### src/rtl/counter_seq_pkg.sv
// Shared types for the stop-counter run sequencer: FSM state encoding and
// the default width of the measured cycle count.
package counter_seq_pkg;

  typedef enum logic [1:0] {
    IDLE   = 2'd0,
    CLEAR  = 2'd1,
    RUN    = 2'd2,
    REPORT = 2'd3
  } state_e;

  localparam int CYC_W_DEFAULT = 32;

endpackage

### src/rtl/counter_seq_fifo.sv
// Request FIFO for the counter sequencer. o_ready is a registered not-full
// flag (low during reset); pushes are gated by it, pops by not-empty.
module counter_seq_fifo #(
  parameter int DEPTH      = 4,
  parameter int STOP_WIDTH = 8
) (
  input  logic                  clk,
  input  logic                  reset,
  input  logic                  i_push,
  input  logic [STOP_WIDTH-1:0] i_push_data,
  input  logic                  i_pop,
  output logic [STOP_WIDTH-1:0] o_pop_data,
  output logic                  o_ready,
  output logic                  o_empty
);

  localparam int AW = $clog2(DEPTH);

  logic [AW:0]           r_wr_ptr;
  logic [AW:0]           r_rd_ptr;
  logic                  r_ready;
  logic [STOP_WIDTH-1:0] r_mem [DEPTH];

  logic        w_push;
  logic        w_pop;
  logic        w_empty;
  logic        w_full_nxt;
  logic [AW:0] w_wr_nxt;
  logic [AW:0] w_rd_nxt;

  assign w_empty  = (r_wr_ptr == r_rd_ptr);
  assign w_push   = i_push && r_ready;
  assign w_pop    = i_pop && !w_empty;
  assign w_wr_nxt = r_wr_ptr + {{AW{1'b0}}, w_push};
  assign w_rd_nxt = r_rd_ptr + {{AW{1'b0}}, w_pop};

  // Ready is computed from the post-edge pointers so a same-cycle pop never bypasses it.
  assign w_full_nxt = (w_wr_nxt[AW] != w_rd_nxt[AW]) &&
                      (w_wr_nxt[AW-1:0] == w_rd_nxt[AW-1:0]);

  always_ff @(posedge clk) begin
    if (reset) begin
      r_wr_ptr <= '0;
      r_rd_ptr <= '0;
      r_ready  <= 1'b0;
    end else begin
      r_wr_ptr <= w_wr_nxt;
      r_rd_ptr <= w_rd_nxt;
      r_ready  <= !w_full_nxt;
    end
  end

  always_ff @(posedge clk) begin
    if (w_push) begin
      r_mem[r_wr_ptr[AW-1:0]] <= i_push_data;
    end
  end

  assign o_pop_data = r_mem[r_rd_ptr[AW-1:0]];
  assign o_ready    = r_ready;
  assign o_empty    = w_empty;

endmodule

### src/rtl/counter_sequencer.sv
// Run controller in front of the free-running stop counter: queues stop values,
// runs the counter once per value and reports the measured run length.
// Optional watchdog enabled by defining COUNTER_SEQ_TIMEOUT_EN.
//
// state  | meaning
// IDLE   | counter held in reset, waiting for a queued stop value
// CLEAR  | one cycle: counter still held, new stop presented, cycle count cleared
// RUN    | counter released, counting cycles until done (or watchdog)
// REPORT | counter held, response valid until rsp_ready
module counter_sequencer
  import counter_seq_pkg::*;
#(
  parameter int          STOP_WIDTH = 8,
  parameter int          DEPTH      = 4,
  parameter int          CYC_W      = CYC_W_DEFAULT,
  parameter int unsigned TIMEOUT    = 1024
) (
  input  logic                  clk,
  input  logic                  reset,
  input  logic                  req_valid,
  input  logic [STOP_WIDTH-1:0] req_stop,
  output logic                  req_ready,
  output logic                  cnt_reset_l,
  output logic [STOP_WIDTH-1:0] cnt_stop,
  input  logic                  cnt_done,
  output logic                  rsp_valid,
  input  logic                  rsp_ready,
  output logic [STOP_WIDTH-1:0] rsp_stop,
  output logic [CYC_W-1:0]      rsp_cycles,
  output logic                  rsp_timeout,
  output logic                  busy
);

  state_e                r_state;
  state_e                w_state_nxt;
  logic [STOP_WIDTH-1:0] r_stop_q;
  logic [CYC_W-1:0]      r_cyc;
  logic [STOP_WIDTH-1:0] r_rsp_stop;
  logic [CYC_W-1:0]      r_rsp_cycles;
  logic                  r_rsp_timeout;

  logic                  w_fifo_empty;
  logic [STOP_WIDTH-1:0] w_fifo_data;
  logic                  w_pop;
  logic                  w_timeout;

  counter_seq_fifo #(
    .DEPTH      (DEPTH),
    .STOP_WIDTH (STOP_WIDTH)
  ) u_fifo (
    .clk         (clk),
    .reset       (reset),
    .i_push      (req_valid),
    .i_push_data (req_stop),
    .i_pop       (w_pop),
    .o_pop_data  (w_fifo_data),
    .o_ready     (req_ready),
    .o_empty     (w_fifo_empty)
  );

  assign w_pop = (r_state == IDLE) && !w_fifo_empty;

`ifdef COUNTER_SEQ_TIMEOUT_EN
  assign w_timeout = (r_cyc == CYC_W'(TIMEOUT)) && !cnt_done;
`else
  logic [31:0] w_unused_timeout;
  assign w_unused_timeout = 32'(TIMEOUT);
  assign w_timeout        = 1'b0;
`endif

  always_ff @(posedge clk) begin
    if (reset) begin
      r_state <= IDLE;
    end else begin
      r_state <= w_state_nxt;
    end
  end

  always_comb begin
    w_state_nxt = r_state;
    case (r_state)
      IDLE:    if (!w_fifo_empty) w_state_nxt = CLEAR;
      CLEAR:   w_state_nxt = RUN;
      RUN:     if (cnt_done || w_timeout) w_state_nxt = REPORT;
      REPORT:  if (rsp_ready) w_state_nxt = IDLE;
      default: w_state_nxt = IDLE;
    endcase
  end

  // done has priority over the watchdog; the cycle count saturates at all-ones.
  always_ff @(posedge clk) begin
    if (reset) begin
      r_stop_q      <= '0;
      r_cyc         <= '0;
      r_rsp_stop    <= '0;
      r_rsp_cycles  <= '0;
      r_rsp_timeout <= 1'b0;
    end else begin
      case (r_state)
        IDLE: begin
          if (w_pop) r_stop_q <= w_fifo_data;
        end
        CLEAR: begin
          r_cyc <= '0;
        end
        RUN: begin
          if (cnt_done) begin
            r_rsp_stop    <= r_stop_q;
            r_rsp_cycles  <= r_cyc;
            r_rsp_timeout <= 1'b0;
          end else if (w_timeout) begin
            r_rsp_stop    <= r_stop_q;
            r_rsp_cycles  <= r_cyc;
            r_rsp_timeout <= 1'b1;
          end else if (r_cyc != '1) begin
            r_cyc <= r_cyc + CYC_W'(1);
          end
        end
        default: ;
      endcase
    end
  end

  assign cnt_reset_l = (r_state == RUN);
  assign cnt_stop    = r_stop_q;
  assign rsp_valid   = (r_state == REPORT);
  assign rsp_stop    = r_rsp_stop;
  assign rsp_cycles  = r_rsp_cycles;
  assign rsp_timeout = r_rsp_timeout;
  assign busy        = !w_fifo_empty || (r_state != IDLE);

endmodule

### config.mk
export PLATFORM = sky130hd
export DESIGN_NAME = counter_sequencer
export DESIGN_NICKNAME = d
export VERILOG_FILES = /design/src/rtl/counter_seq_pkg.sv /design/src/rtl/counter_seq_fifo.sv /design/src/rtl/counter_sequencer.sv
export SDC_FILE = /design/constraint.sdc
export NUM_CORES = 1
export LEC_CHECK = 0
export BUFFER_PORTS_ARGS = -buffer_cell sky130_fd_sc_hd__buf_2
export CAP_MARGIN = 30
export CORE_MARGIN = 2
export CORE_UTILIZATION = 50
export CTS_BUF_LIST = sky130_fd_sc_hd__clkbuf_8
export DETAILED_ROUTE_END_ITERATION = 6
export PLACE_DENSITY = 0.8
export SETUP_SLACK_MARGIN = 0.5
export SYNTH_ARGS = -nofsm -noshare
export SYNTH_HDL_FRONTEND = slang
export SYNTH_SLANG_ARGS = --single-unit
### constraint.sdc
create_clock -name clk -period 3.3 [get_ports clk]
set_clock_uncertainty 0.2 [all_clocks]
set_input_delay 0 -clock clk [delete_from_list [all_inputs] [get_ports clk]]
set_output_delay 0 -clock clk [all_outputs]
set_load 0.01 [all_outputs]
# Yosys cells after proc, flatten, opt, wreduce, memory -nomap -nowiden
# Memory sizes are Yosys's and may differ from the RTL's. A register that Yosys moved wholly into a read port is not among the register bits.
# Cells that the tools add are included.
dict set report totals {
  memories 1
  word_cells 46
  output_inout_bits 53
  mem_bits_ro 0
  in_bits 13
  latchBits 0
  register_bits 81
  ram_bits 32
}
dict set report classes {
  shift 0
  addsub 3
  n_bitwise 0
  n_eq_ne 12
  n_mux 9
  multipliers 0
  order_cmp 0
  div 0
  n_reduce_logical 14
}
# name depth word_bits read_ports rd_ports_with_merged_regs write_ports line
set mem_list {}
lappend mem_list {u_fifo.r_mem 4 8 1 1 1 counter_seq_fifo.sv:22} ;# logic [STOP_WIDTH-1:0] r_mem [DEPTH];
# op n
set ops {}
lappend ops {{$mux W32} 2}
lappend ops {{$pmux W32 S2} 1}
lappend ops {{$add A32 B1 Y32 const B} 1}
lappend ops {{$ne A32 B32 Y1 const B} 1}
lappend ops {{$pmux W2 S4} 1}
lappend ops {{$add A3 B1 Y3} 2}
lappend ops {{$mux W2} 3}
lappend ops {{$ne A2 B1 Y1 const B} 3}
lappend ops {{$reduce_and A3 Y1} 2}
lappend ops {{$eq A2 B2 Y1 const B} 2}
lappend ops {{$logic_and A1 B1 Y1} 4}
lappend ops {{$ne A2 B2 Y1 const B} 2}
lappend ops {{$reduce_and A2 Y1} 2}
lappend ops {{$reduce_bool A2 Y1} 2}
lappend ops {{$eq A3 B3 Y1} 1}
lappend ops {{$eq A2 B1 Y1 const B} 1}
lappend ops {{$eq A2 B2 Y1} 1}
lappend ops {{$logic_not A1 Y1} 2}
lappend ops {{$logic_not A2 Y1} 1}
lappend ops {{$mux W1} 2}
lappend ops {{$logic_or A1 B1 Y1} 1}
lappend ops {{$ne A1 B1 Y1} 1}

# Depth between registers and ports, before layout
# Gate-level depths: netlist of the first run.
dict set report logic_depth {
  depth_word 8
  depth_mapped 10
  mapped_depth_nobuf 9
}

# Modules after synthesis
# From an unflattened synthesis of the first run, not the netlist that was laid out.
dict set report unflattened {
  hier_cells 562
  hier_area_um2 5411.4
}
# module instances seq_area_each_um2 cells_each area_each_um2
set by_module_without_submodules {}
lappend by_module_without_submodules {counter_sequencer 1 1641.6 485 3893.7}
lappend by_module_without_submodules {counter_seq_fifo 1 1101.1 77 1517.7}

# Worst setup path after synthesis of the first run
# OpenSTA, ideal clock, no wires.
dict set report synth_path {
  kind {flip-flop to flip-flop}
  start {register u_fifo.r_rd_ptr[0]}
  end {register u_fifo.r_ready (netlist: u_fifo.o_ready)}
  path_stages_with_launch 11
  required_ps 2967
  setup_time_ps 133
  period_less_slack_ps 2526
  n_path_buf 1
  slack_ps 774
  arrival_ps 2193
  path_cell_list {dfxtp_1 clkbuf_1 xnor2_1 nand3_1 nand2_1 inv_1 ha_1 ha_1 xor2_1 xnor2_1 a31oi_1}
}
dict set report synth_between {
  elab_chain_cells 8
  elab_cells_between_ends 9
  cone_classes {add/sub: 1; eq/ne: 3; reduce/logical: 5}
}
# item line
set synth_lines {}
lappend synth_lines {{start, declared} counter_seq_fifo.sv:20} ;# logic [AW:0] r_rd_ptr;
lappend synth_lines {{start signal, assigned} counter_seq_fifo.sv:48} ;# r_rd_ptr <= w_rd_nxt;
lappend synth_lines {{$eq A3 B3 Y1} counter_seq_fifo.sv:31} ;# assign w_empty = (r_wr_ptr == r_rd_ptr);
lappend synth_lines {{$logic_not A1 Y1} {counter_seq_fifo.sv:33, counter_sequencer.sv:61}}
lappend synth_lines {{$logic_and A1 B1 Y1} counter_sequencer.sv:61} ;# assign w_pop = (r_state == IDLE) && !w_fifo_empty;
lappend synth_lines {{$logic_and A1 B1 Y1} counter_seq_fifo.sv:33} ;# assign w_pop = i_pop && !w_empty;
lappend synth_lines {{$add A3 B1 Y3 (*)} counter_seq_fifo.sv:35} ;# assign w_rd_nxt = r_rd_ptr + {{AW{1'b0}}, w_pop};
lappend synth_lines {{$eq A2 B2 Y1 or $ne A1 B1 Y1 (tied branches)} {counter_seq_fifo.sv:39, counter_seq_fifo.sv:38}}
lappend synth_lines {{$logic_and A1 B1 Y1 (*)} counter_seq_fifo.sv:38} ;# assign w_full_nxt = (w_wr_nxt[AW] != w_rd_nxt[AW]) &&
lappend synth_lines {{$logic_not A1 Y1 (*)} counter_seq_fifo.sv:49} ;# r_ready <= !w_full_nxt;
lappend synth_lines {{end signal, assigned} counter_seq_fifo.sv:49}
lappend synth_lines {{end, declared} counter_seq_fifo.sv:21} ;# logic r_ready;
# Mark *: on every way between the ends. The rest lies on a longest branch, timed or not.
# A chain may end at the register's enable or synchronous reset.

# Final worst setup path of the first run
dict set report layout_path {
  start {register r_cyc[21]}
  end {register r_cyc[6]}
}
dict set report layout_between {
  elab_chain_cells 3
}
# item line
set layout_lines {}
lappend layout_lines {{start, declared} counter_sequencer.sv:37} ;# logic [CYC_W-1:0] r_cyc;
lappend layout_lines {{start signal, assigned} counter_sequencer.sv:116} ;# r_cyc <= r_cyc + CYC_W'(1);
lappend layout_lines {{$ne A32 B32 Y1} counter_sequencer.sv:115} ;# end else if (r_cyc != '1) begin
lappend layout_lines {{$ne A2 B1 Y1 (no line)} -}
lappend layout_lines {{$reduce_and A3 Y1 (no line)} -}
# Every way passes these cells.

==> impl_summary.md, run 1 <==
Outcome
The flow ran to the end, and the final reports show no timing, DRC or antenna violations.

Pwr
The peak ir drop on the vdd network is 0.449 mV. The ratio of total power to cell area is 614 nW/µm². In this run the static leakage power is 2.30 nW. The overall power is 3.86 mW.

STA
Adding up every negative setup slack in the final design gives 0 ns. The smallest clock period supported by the final layout is computed as 2.66 ns. The final number of hold-violating endpoints is 0. The max-slew headroom at the worst pin is 34.7%. Setup repair after global routing left no endpoint under its margin.

The pin slew with the least headroom to its limit is 0.980 ns. The count of final setup violators is 0. The maximum operating frequency is approximately 380 MHz. The count of final max-slew check failures is 0.

In the finished design, the share of the clock period the worst path needs comes to 80.5%.

Cells and area
In the final layout, the multi-input gates occupy about 2400 µm². The net count of the finished layout is 655. The repair_antennas step left the layout with diodes totalling 0. The area added between synthesis and finish is 18.4%. The number of fill cells is 838. The library cell used most frequently in the layout, excluding fill and tap cells, is nand2_1.

Leaving out fill and tap cells, the most frequent cells in the layout are nand2_1 (116), dfxtp_1 (87), buf_2 (64). For this run, the share of the core covered by cells in the final layout is around 60%. The sequential standard cell area is approximately 2700 µm². The final non-filler cell total is about 800. Of the cells placed in the final design, the portion with a size suffix greater than 1 is 20.9%.

Synthesis
During synthesis, Yosys emitted a total of 0 warnings. The number of synthesized flops with an enable pin is 32. The number of flip-flops and latches in the synthesized netlist is ~120. Counting flops with an async set or reset pin after synthesis yields a share of 0%. For this run, the register share of the synthesized area comes to between 50% and 60%. The average instance in the mapped netlist occupies 9.45 µm². The number of distinct library cells after synthesis is 57. The most frequently used flop master after synthesis is dfxtp_1. The combined area of all synthesized cells is 5310 µm². Synthesis produced a netlist with a net count of 584. Counting every instance in the synthesized netlist gives between 500 and 600.

Floorplan
From bottom edge to top edge, the die measures approximately 110 µm. In this run the core area contains 37 standard-cell rows. The effective utilization at floorplan is between 50% and 60%.

The number of primary I/O pins is 66. After floorplanning, the core was sized to cover 10300 µm². In this run the horizontal extent of the chip is 107 µm. The die covers approximately 11000 µm².

Setup path
For the worst setup path, the data required time is 3.47 ns. Of all nets on the critical path, the largest fanout is 15. STA classifies the critical path endpoint as a flop. Data arrives at the worst endpoint at between 2 and 3 ns.

The type of the worst setup path is flop to flop. The startpoint type of the worst setup path is a flop.

Clock network
The clock latency of the later-clocked register in the worst-skew pair is around 0.43 ns. The root cell of the clock tree is clkbuf_8. The post-CTS clock slew at the launch and capture registers of the worst setup and hold paths is roughly 0.080 ns. Once the clock tree was built, the setup fixing pass inserted 0 buffers. Clock tree synthesis found a total of 121 sinks.

The total number of H-tree levels is 4. The longest clock path from root to sink contains 2 buffers. The CTS tree is done. Clock tree synthesis inserted a total of 17 buffers.

Route
The total detailed-routing wirelength is approximately 13000 µm. In the routed design, unresolved DRC markers number 0. In this run, the number of DRC markers left after iteration 0 of detailed routing was ~380.

The post-route antenna net violation count is 0. Summing over every cut layer, the via total after detailed routing is 4570. After detailed routing, the average wire length per cell comes to 16.6 µm. The vias per cell is 5.84. The first detailed-routing pass took 5 iterations.

Global route
The via count of the first global-routing pass is 4293. The number of antenna violations at the first check in global routing came to 0. The first-pass GRT wire length is 20900 µm.

Global routing used 23.3% of the available tracks. The global-route congestion overflow total is 0. Entering global routing, the biggest net connects 57 pins.

Hold path
The worst hold path belongs to the class input port to flop.

Placement
The count of input and output buffers is 64. The sum of net half-perimeters after detailed placement is ~8500 µm. At the end of routability-driven placement, the weighted congestion stood at between 0.9 and 1. Including well taps, the total number of placed cells is approximately 740.

Flow run
Across the run, the number of max-cap violations was 0.
[flip-flops by register name (all words and copies together), names as in the netlist]
| name | count |
|---|---|
| u_fifo.r_wr_ptr | 3 |
| rsp_stop | 8 |
| u_fifo.r_rd_ptr | 3 |
| u_fifo.o_ready | 1 |
| u_fifo.r_mem | 32 |
| cnt_stop | 8 |
| rsp_cycles | 32 |
| r_cyc | 32 |
| r_state | 2 |
[cells by family (layout without fill, tap and decap cells)]
kind of cell	after synthesis	after routing	share of synthesized area [%]
flip-flops	121	121	51.6
other	1	1	0.0706
AND/OR/NAND/NOR	233	233	20.9
AO/OA/AOI/OAI	117	117	14.4
multiplexers	17	17	5.09
XOR/XNOR	9	9	1.48
adder cells (fa/ha/maj)	9	9	2.12
buffers and inverters	55	139	4.34
[final cells by class]
cell class,instances,share of cell area [%]
clock buffer,17,3.72
clock inverter,15,2.37
inverter,13,0.776
multi-input combinational,386,37.4
sequential,121,43.7
tap,136,2.71
timing repair buffer,94,9.35
[worst max-delay path: stages, from the launching register on]
cell and delay [ns]:
dfxtp_1 0.48, nand4_2 0.29, or4_1 0.60, or3_4 0.46
buf_4 0.22, a211o_1 0.29, nand3_1 0.06
[stage by stage]
step | instance area [µm²] | hold slack, ns | setup WS (ns)
2_1_floorplan | 5310 | -0.101 | 0.774
3_3_place_gp | 5770 | 0.0105 | 0.533
3_5_place_dp | 5770 | 0.0141 | 0.498
4_1_cts | 6280 | 0.0869 | 0.552
5_1_grt | 6290 | 0.106 | 0.544
6_report | 6290 | 0.114 | 0.645
[cells in the mapped netlist, drive strengths merged, types with 5 or more instances]
cell | instances | area (µm²)
xnor2 | 8 | 70.1
a31oi | 15 | 93.8
or3 | 5 | 31.3
a21oi | 48 | 240
a211oi | 7 | 52.6
buf | 13 | 71.3
nor2 | 30 | 113
clkbuf | 29 | 110
o21ai | 10 | 50.1
edfxtp | 32 | 961
dfxtp | 89 | 1780
nand2 | 116 | 435
mux4 | 8 | 180
nand4 | 16 | 119
nand3 | 14 | 70.1
and3 | 7 | 43.8
a311oi | 9 | 78.8
or4 | 11 | 82.6
ha | 9 | 113
mux2i | 9 | 90.1
nor3 | 13 | 70.1
inv | 13 | 48.8
[layer usage]
metal | vias to the layer above | GRT usage [%] | share of wire, %
met5 | - | 0 | 0
met4 | 0 | 7.98 | 1.1
met3 | 16 | 5.59 | 7.3
met2 | 194 | 40.2 | 51
met1 | 2174 | 28.6 | 41
li1 | 2186 | - | -
[where the power goes]
part,total (mW),internal [mW],switching (mW)
Combinational,0.945,0.360,0.585
Clock,1.27,0.563,0.705
Sequential,1.65,1.59,0.0586
[worst paths after layout]
path,start,end,slack (ns),depth (start not counted)
worst max-delay path,r_cyc[21],r_cyc[6],0.64,6
worst min register to register,rsp_cycles[21],rsp_cycles[21],0.25,2
worst min-delay path,req_stop[7],u_fifo.r_mem[3][7],0.11,2
worst max register to register,r_cyc[21],r_cyc[6],0.64,6
[what timing repair did]
item	4_1_cts	5_1_grt
endpoints found under the setup margin	1	37
gates resized for setup	1	4
hold endpoints to repair	57	0
hold buffers	12	0
(Power assumes the default switching activity.)
==> inputs of run 2 (changes only) <==
Settings changed: PLACE_DENSITY 0.8 to 0.83.
Clock period 3.3 ns to 2.3 ns, I/O delays scaled along.
==> run 2 against run 1 <==
The flow now finishes with violations (negative setup slack). Utilization grew 18 points. Non-clock buffer count grew 90. Count of clock-buffer cells in the layout unchanged. Power up 70%. Clock power rose by 51%. Register-to-register slack lost 0.77 ns. Highest routed layer unchanged. Cell area up 30%. Fmax rose by 9.6%. Global-route usage rose by 8.1 points. Hold slack lost 0.010 ns.
==> impl_summary.md, run 2 (synthesis gave the netlist of run 1 again) <==
Pwr
The peak ir drop on the vdd network is 0.615 mV (was 0.449 mV). The ratio of total power to cell area was 803 nW/µm² (was 614 nW/µm²). The standby leakage power was 3.50 nW (was 2.30 nW).

Cells and area
The number of fill cells is 546 (was 838). The fraction of final layout cells sized beyond drive strength 1 is 51.3% (was 20.9%). The most common cell after layout, fill and taps aside is buf_4 (was nand2_1). Top library cells by usage in the layout, fill and taps aside: buf_4 (78), nand2_1 (74), buf_2 (64) (was nand2_1 (116), dfxtp_1 (87), buf_2 (64)). The post-route standard cell area excluding fillers came to 8150 µm² (was 6290 µm²).

The area added between synthesis and finish is 53.4% (was 18.4%). The end-of-flow core utilization came to 78.9% (was 60.9%). The net count of the finished layout is 746 (was 655). The antenna diode count is 0 (unchanged).

STA
Unrepaired setup endpoints after global routing: yes (was no). The count of final setup violators is 17 (was 0). The maximum operating frequency was 413 MHz (was 377 MHz). The final hold slack is 0.104 ns (was 0.114 ns).

The max-slew headroom at the worst pin was 62.0% (was 34.7%). The share of the clock period used by the worst path after layout came to 105% (was 80.5%). The final number of hold-violating endpoints was 0 (unchanged). The pin slew with the least headroom to its limit is 0.570 ns (was 0.980 ns).

The minimum period implied by the final worst setup slack is 2.42 ns (was 2.66 ns). The setup slack after layout was -0.123 ns (was 0.645 ns). The count of final max-slew check failures is 0 (unchanged).

Placement
The post-place setup slack was -0.0799 ns (was 0.498 ns). The sum of net half-perimeters after detailed placement is 9460 µm (was 8540 µm). The final weighted congestion in routability-driven placement is 0.978 (was 0.921). The count of input and output buffers came to 64 (unchanged). The area after detailed placement is 6350 µm² (was 5770 µm²).

Global route
The met1 usage was 35.5% (was 28.6%). The met2 track demand over resource in global routing came to 53.7% (was 40.2%). The met3 track demand over resource is 6.20% (was 5.59%). The pin count of the biggest net entering global routing came to 55 (was 57). The aggregate global-route resource usage is 31.4% (was 23.3%).

The global-route congestion overflow total is 0 (unchanged). The most utilized layer in the global route result is met2 (unchanged). The first-pass GRT wire length was 27400 µm (was 20900 µm). The number of antenna violations at the first check in global routing is 0 (unchanged). The via count of the first global-routing pass is 5335 (was 4293).

Route
The number of vias in the routed layout is 5706 (was 4570). The post-route antenna net violation count is 0 (unchanged). The first-iteration detailed-routing DRC count is 648 (was 375).

The wire length per cell is 23.7 µm (was 16.6 µm). The total detailed-routing wirelength is 20700 µm (was 13000 µm). The vias per cell was 6.54 (was 5.84).

The length of the first detailed-routing pass in iterations came to 5 (unchanged). The number of design rule violations left after detail routing came to 0 (unchanged).

Clock network
The number of clock sinks was 121 (unchanged). The CTS tree is done (unchanged). The clock latency of the later-clocked register in the worst-skew pair is 0.46 ns (was 0.43 ns). The maximum buffer depth of the clock tree was 2 (unchanged). The post-CTS clock slew at the launch and capture registers of the worst setup and hold paths came to 0.09 ns (was 0.08 ns). The total number of H-tree levels is 4 (unchanged). The root cell of the clock tree is clkbuf_8 (unchanged).

The number of buffers added by the clock tree synthesis step is 17 (unchanged).

Setup path
The delay of the slowest cell on the worst path is 0.51 ns (was 0.60 ns). The data required time of the critical path is 2.41 ns (was 3.47 ns). The master of the slowest instance on the critical path is or4_4 (was or4_1). Cells along the critical path: ha_4, nand3_4, or4_4, or3_4, buf_6, a31oi_1, a311oi_1 (was nand4_2, or4_1, or3_4, buf_4, a211o_1, nand3_1). The peak fanout along the critical path is 7 (was 15).

The type of the worst setup path was flop to flop (unchanged). The category of the worst setup path capture point was a flop (unchanged). The arrival time of data at the critical path endpoint was 2.54 ns (was 2.83 ns). The startpoint type of the worst setup path is a flop (unchanged).

Floorplan
The overall die area is 11500 µm² (unchanged). The number of primary I/O pins is 66 (unchanged). The effective utilization at floorplan is 51.4% (unchanged). The total number of placement rows is 37 (unchanged). The core box area is 10300 µm² (unchanged).

The die width is 107 µm (unchanged). The vertical extent of the die is 107 µm (unchanged).

Outcome
The checks that failed: negative setup slack. Result of the run: complete, but fails checks (was finished, final reports clean).

Flow run
The number of max-cap violations is 0 (unchanged).

Hold path
The type of the tightest min-delay check is input port to flop (unchanged).
run 2: cell count changes in the layout (fill, tap and decap cells not counted), sizes merged:
cell / before / now
clkinvlp: 2 / 5
clkbuf: 17 / 19
nor2: 30 / 31
inv: 23 / 21
clkinv: 3 / 2
buf: 82 / 170
run 2: report_power, final:
part	total (mW)	leakage, nW	internal, mW	switching (mW)
sequential	2.40	1.03	2.28	0.118
combinational	2.23	2.29	0.908	1.32
clock	1.92	0.183	0.806	1.11
total	6.54	3.50	3.99	2.55
run 2: area by class of cell:
type | count | area (µm²) | area share (%)
multi-input cells | 387 | 3200 | 39.3
flip-flops and latches | 121 | 2790 | 34.3
clock buffers | 17 | 234 | 2.87
well taps | 136 | 170 | 2.09
repair buffers | 184 | 1540 | 18.9
clock inverters | 15 | 151 | 1.86
inverters | 13 | 57.6 | 0.706
run 2: metal layers:
metal	vias up	wire, µm
met5	-	0
met4	0	1620
met3	153	1890
met2	439	10200
met1	2735	6990
li1	2379	-
run 2: what timing repair did:
item                       4_1_cts  5_1_grt
hold endpoints to repair        83        0
cloned                           9        2
setup endpoints to repair       74       75
pin swaps                       78       54
gates resized for setup        148       64
hold buffers                    12        0
buffers inserted                15       12
run 2: worst paths after layout:
kind / from / cells past startpoint / endpoint / slack (ns)
worst min-delay path: req_stop[5] / 2 / u_fifo.r_mem[3][5] / 0.10
worst max register to register: r_cyc[1] / 7 / r_cyc[8] / -0.12
worst min register to register: rsp_cycles[22] / 2 / rsp_cycles[22] / 0.25
worst max-delay path: r_cyc[1] / 7 / r_cyc[8] / -0.12
run 2: stage by stage:
stage / setup TNS, ns / std cells / power (mW)
after floorplan: 0 / 562 / 3.46
after CTS: -0.00598 / 859 / 6.21
after global routing: -1.79 / 873 / 6.70
final: -1.27 / 873 / 6.54
after detailed placement: -0.623 / 791 / 3.93
after global placement: -0.130 / 791 / 3.88
run 2: worst max-delay path: cells and delay by family (launching register included):
kind / cells / cell delay, ns
AOI/OAI and AO/OA: 2 / 0.30
adders and majority gates: 1 / 0.16
buffers and inverters: 1 / 0.18
DFF: 1 / 0.38
and+or+nand+nor: 3 / 1.08
==> inputs of run 3 (changes only) <==
Clock period 2.3 ns to 2.1 ns, I/O delays scaled along.
==> run 3 against run 2 <==
The flow finishes with violations (design-rule violations, negative hold slack, negative setup slack). Die area did not move. Count of clock-buffer cells in the layout stayed put. Global-route usage increased by 2.6 points. First-iteration DRC count up 25%. Worst setup slack lost 0.26 ns. Critical path type unchanged. Largest cell class unchanged. Largest power group is now combinational cells.
==> impl_summary.md, run 3 (synthesis gave the netlist of run 1 again) <==
Floorplan
The vertical extent of the die is 107 µm (unchanged). The number of primary I/O pins is 66 (unchanged). The overall die area is 11500 µm² (unchanged). The total number of placement rows was 37 (unchanged). The core box area is 10300 µm² (unchanged). The die width is 107 µm (unchanged).

The effective utilization at floorplan is 51.4% (unchanged).

Route
The number of design rule violations left after detail routing is 6 (was 0). The first-iteration detailed-routing DRC count is 807 (was 648). The number of vias in the routed layout is 6046 (was 5706). The post-route antenna net violation count came to 0 (unchanged).

The vias per cell is 6.73 (was 6.54). The length of the first detailed-routing pass in iterations is 7 (was 5). The total detailed-routing wirelength came to 23100 µm (was 20700 µm). The wire length per cell came to 25.7 µm (was 23.7 µm).

STA
The final number of hold-violating endpoints came to 24 (was 0). The count of final setup violators is 32 (was 17). The count of final max-slew check failures is 0 (unchanged). The share of the clock period used by the worst path after layout is 118% (was 105%). The final hold slack is -0.0456 ns (was 0.104 ns). The setup slack after layout is -0.379 ns (was -0.123 ns).

The maximum operating frequency is 403 MHz (was 413 MHz). The minimum period implied by the final worst setup slack is 2.48 ns (was 2.42 ns). Unrepaired setup endpoints after global routing: yes (unchanged).

The aggregate negative setup slack was -6.58 ns (was -1.27 ns).

Hold path
The hold path startpoint was req_valid (was req_stop[5]). The number of cells on the worst hold path came to 4 (was 2). The type of the tightest min-delay check is input port to flop (unchanged). The end of the worst hold path is u_fifo.r_mem[1][4] (was u_fifo.r_mem[3][5]).

Clock network
The number of clock sinks is 121 (unchanged). The number of buffers added by the clock tree synthesis step was 17 (unchanged). The root cell of the clock tree is clkbuf_8 (unchanged). The quantity of hold-fixing buffers added after cts is 11 (was 12). The maximum buffer depth of the clock tree is 2 (unchanged).

The clock latency of the later-clocked register in the worst-skew pair is 0.47 ns (was 0.46 ns). The CTS tree is done (unchanged). The post-CTS clock slew at the launch and capture registers of the worst setup and hold paths is 0.08 ns (was 0.09 ns). The total number of H-tree levels is 4 (unchanged).

Outcome
Violations in the final reports: design-rule violations, negative hold slack, negative setup slack (was negative setup slack). Result of the run: complete, but fails checks (unchanged).

Pwr
The standby leakage power came to 3.65 nW (was 3.50 nW). The overall power is 7.64 mW (was 6.54 mW). The ratio of total power to cell area is 898 nW/µm² (was 803 nW/µm²).

The peak ir drop on the vdd network was 0.807 mV (was 0.615 mV).

Global route
The via count of the first global-routing pass is 5651 (was 5335). The aggregate global-route resource usage is 34.0% (was 31.4%). The global-route congestion overflow total is 0 (unchanged).

The first-pass GRT wire length is 29800 µm (was 27400 µm). The pin count of the biggest net entering global routing is 41 (was 55). The number of antenna violations at the first check in global routing is 0 (unchanged).

Placement
The area after detailed placement is 6520 µm² (was 6350 µm²). The count of input and output buffers is 64 (unchanged). The sum of net half-perimeters after detailed placement came to 9890 µm (was 9460 µm). The total instance count after detailed placement was 807 (was 791). The final weighted congestion in routability-driven placement is 0.966 (was 0.978). The post-place setup slack is -0.247 ns (was -0.0799 ns).

Setup path
The data required time of the critical path is 2.22 ns (was 2.41 ns). The peak fanout along the critical path is 11 (was 7). The reg-to-reg setup timing slack is -0.38 ns (was -0.12 ns). The count of cells along the worst register-to-register path is 7 (unchanged). The arrival time of data at the critical path endpoint was 2.60 ns (was 2.54 ns). The type of the worst setup path is flop to flop (unchanged).

The worst reg2reg path startpoint was r_state[1] (was r_cyc[1]). The startpoint type of the worst setup path is a flop (unchanged). The category of the worst setup path capture point is a flop (unchanged). The reg-to-reg endpoint is r_cyc[8] (unchanged).

Cells and area
The antenna diode count is 0 (unchanged). Top library cells by usage in the layout, fill and taps aside: buf_4 (94), nand2_1 (70), buf_2 (63) (was buf_4 (78), nand2_1 (74), buf_2 (64)). The most common cell after layout, fill and taps aside is buf_4 (unchanged).

The post-route standard cell area excluding fillers was 8510 µm² (was 8150 µm²). The final non-filler cell total is 899 (was 873). The fraction of final layout cells sized beyond drive strength 1 came to 54.7% (was 51.3%). The area added between synthesis and finish is 60.2% (was 53.4%). The net count of the finished layout is 772 (was 746).

Flow run
The number of max-cap violations is 0 (unchanged).
[run 3: changes by cell type in the layout (fill, tap and decap cells not counted), sizes merged]
cell         before  now
bufinv            0    2
clkbuf           19   17
dlygate4sd3      12   11
inv              21   20
nor2             31   30
clkinv            2    4
clkinvlp          5    2
buf             170  200
[run 3: routing by layer]
layer	share of wire [%]	global-route usage (%)	wire, µm	vias to the layer above
li1	-	-	-	2429
met1	33	38.7	7580	2816
met2	47	57.0	10900	586
met3	11	9.36	2620	215
met4	8.6	20.3	1990	0
met5	0	0	0	-
[run 3: how the worst max path moves through the flow]
stage,cells past startpoint,slack [ns],end,from
after floorplan,9,-0.17,r_cyc[6],r_cyc[10]
after global placement,7,-0.21,r_cyc[31],r_cyc[21]
after detailed placement,7,-0.25,r_cyc[13],r_cyc[1]
after CTS,7,-0.21,r_cyc[13],r_cyc[0]
after global routing,7,-0.61,r_cyc[8],r_state[1]
final,7,-0.38,r_cyc[8],r_state[1]
[run 3: worst max-delay path: stages (launching register included)]
cell      delay [ns]
dfxtp_2         0.39
inv_1           0.11
ha_4            0.33
nand2_1         0.19
nor2_1          0.26
buf_6           0.26
a31oi_1         0.15
a311oi_1        0.44
[run 3: layout make-up]
| class | instances | area, µm² |
|---|---|---|
| clock inverter | 15 | 163 |
| timing repair buffer | 211 | 1800 |
| clock buffer | 17 | 234 |
| fill | 464 | 1820 |
| multi-input combinational | 386 | 3290 |
| sequential | 121 | 2790 |
| inverter | 13 | 56.3 |
| tap | 136 | 170 |
[run 3: where the power goes]
part	switching, mW	internal (mW)	total (mW)	leakage, nW
logic	1.58	1.25	2.82	2.42
registers	0.140	2.50	2.64	1.03
clock network	1.11	1.08	2.18	0.196
total	2.82	4.82	7.64	3.65
[run 3: stage by stage]
step                      hold slack (ns)  utilization, %
after floorplan                    -0.101               -
after global placement            0.00894            63.2
after detailed placement           0.0178            63.2
after CTS                         -0.0179            76.1
after global routing              -0.0349            82.4
final                             -0.0456            82.4
[run 3: timing repair]
| item | in CTS | in global routing |
|---|---|---|
| endpoints found under the hold margin | 95 | 25 |
| resized for setup | 129 | 107 |
| setup endpoints to repair | 94 | 96 |
| gates cloned | 6 | 0 |
| pin swaps | 50 | 54 |
| setup buffers | 23 | 20 |
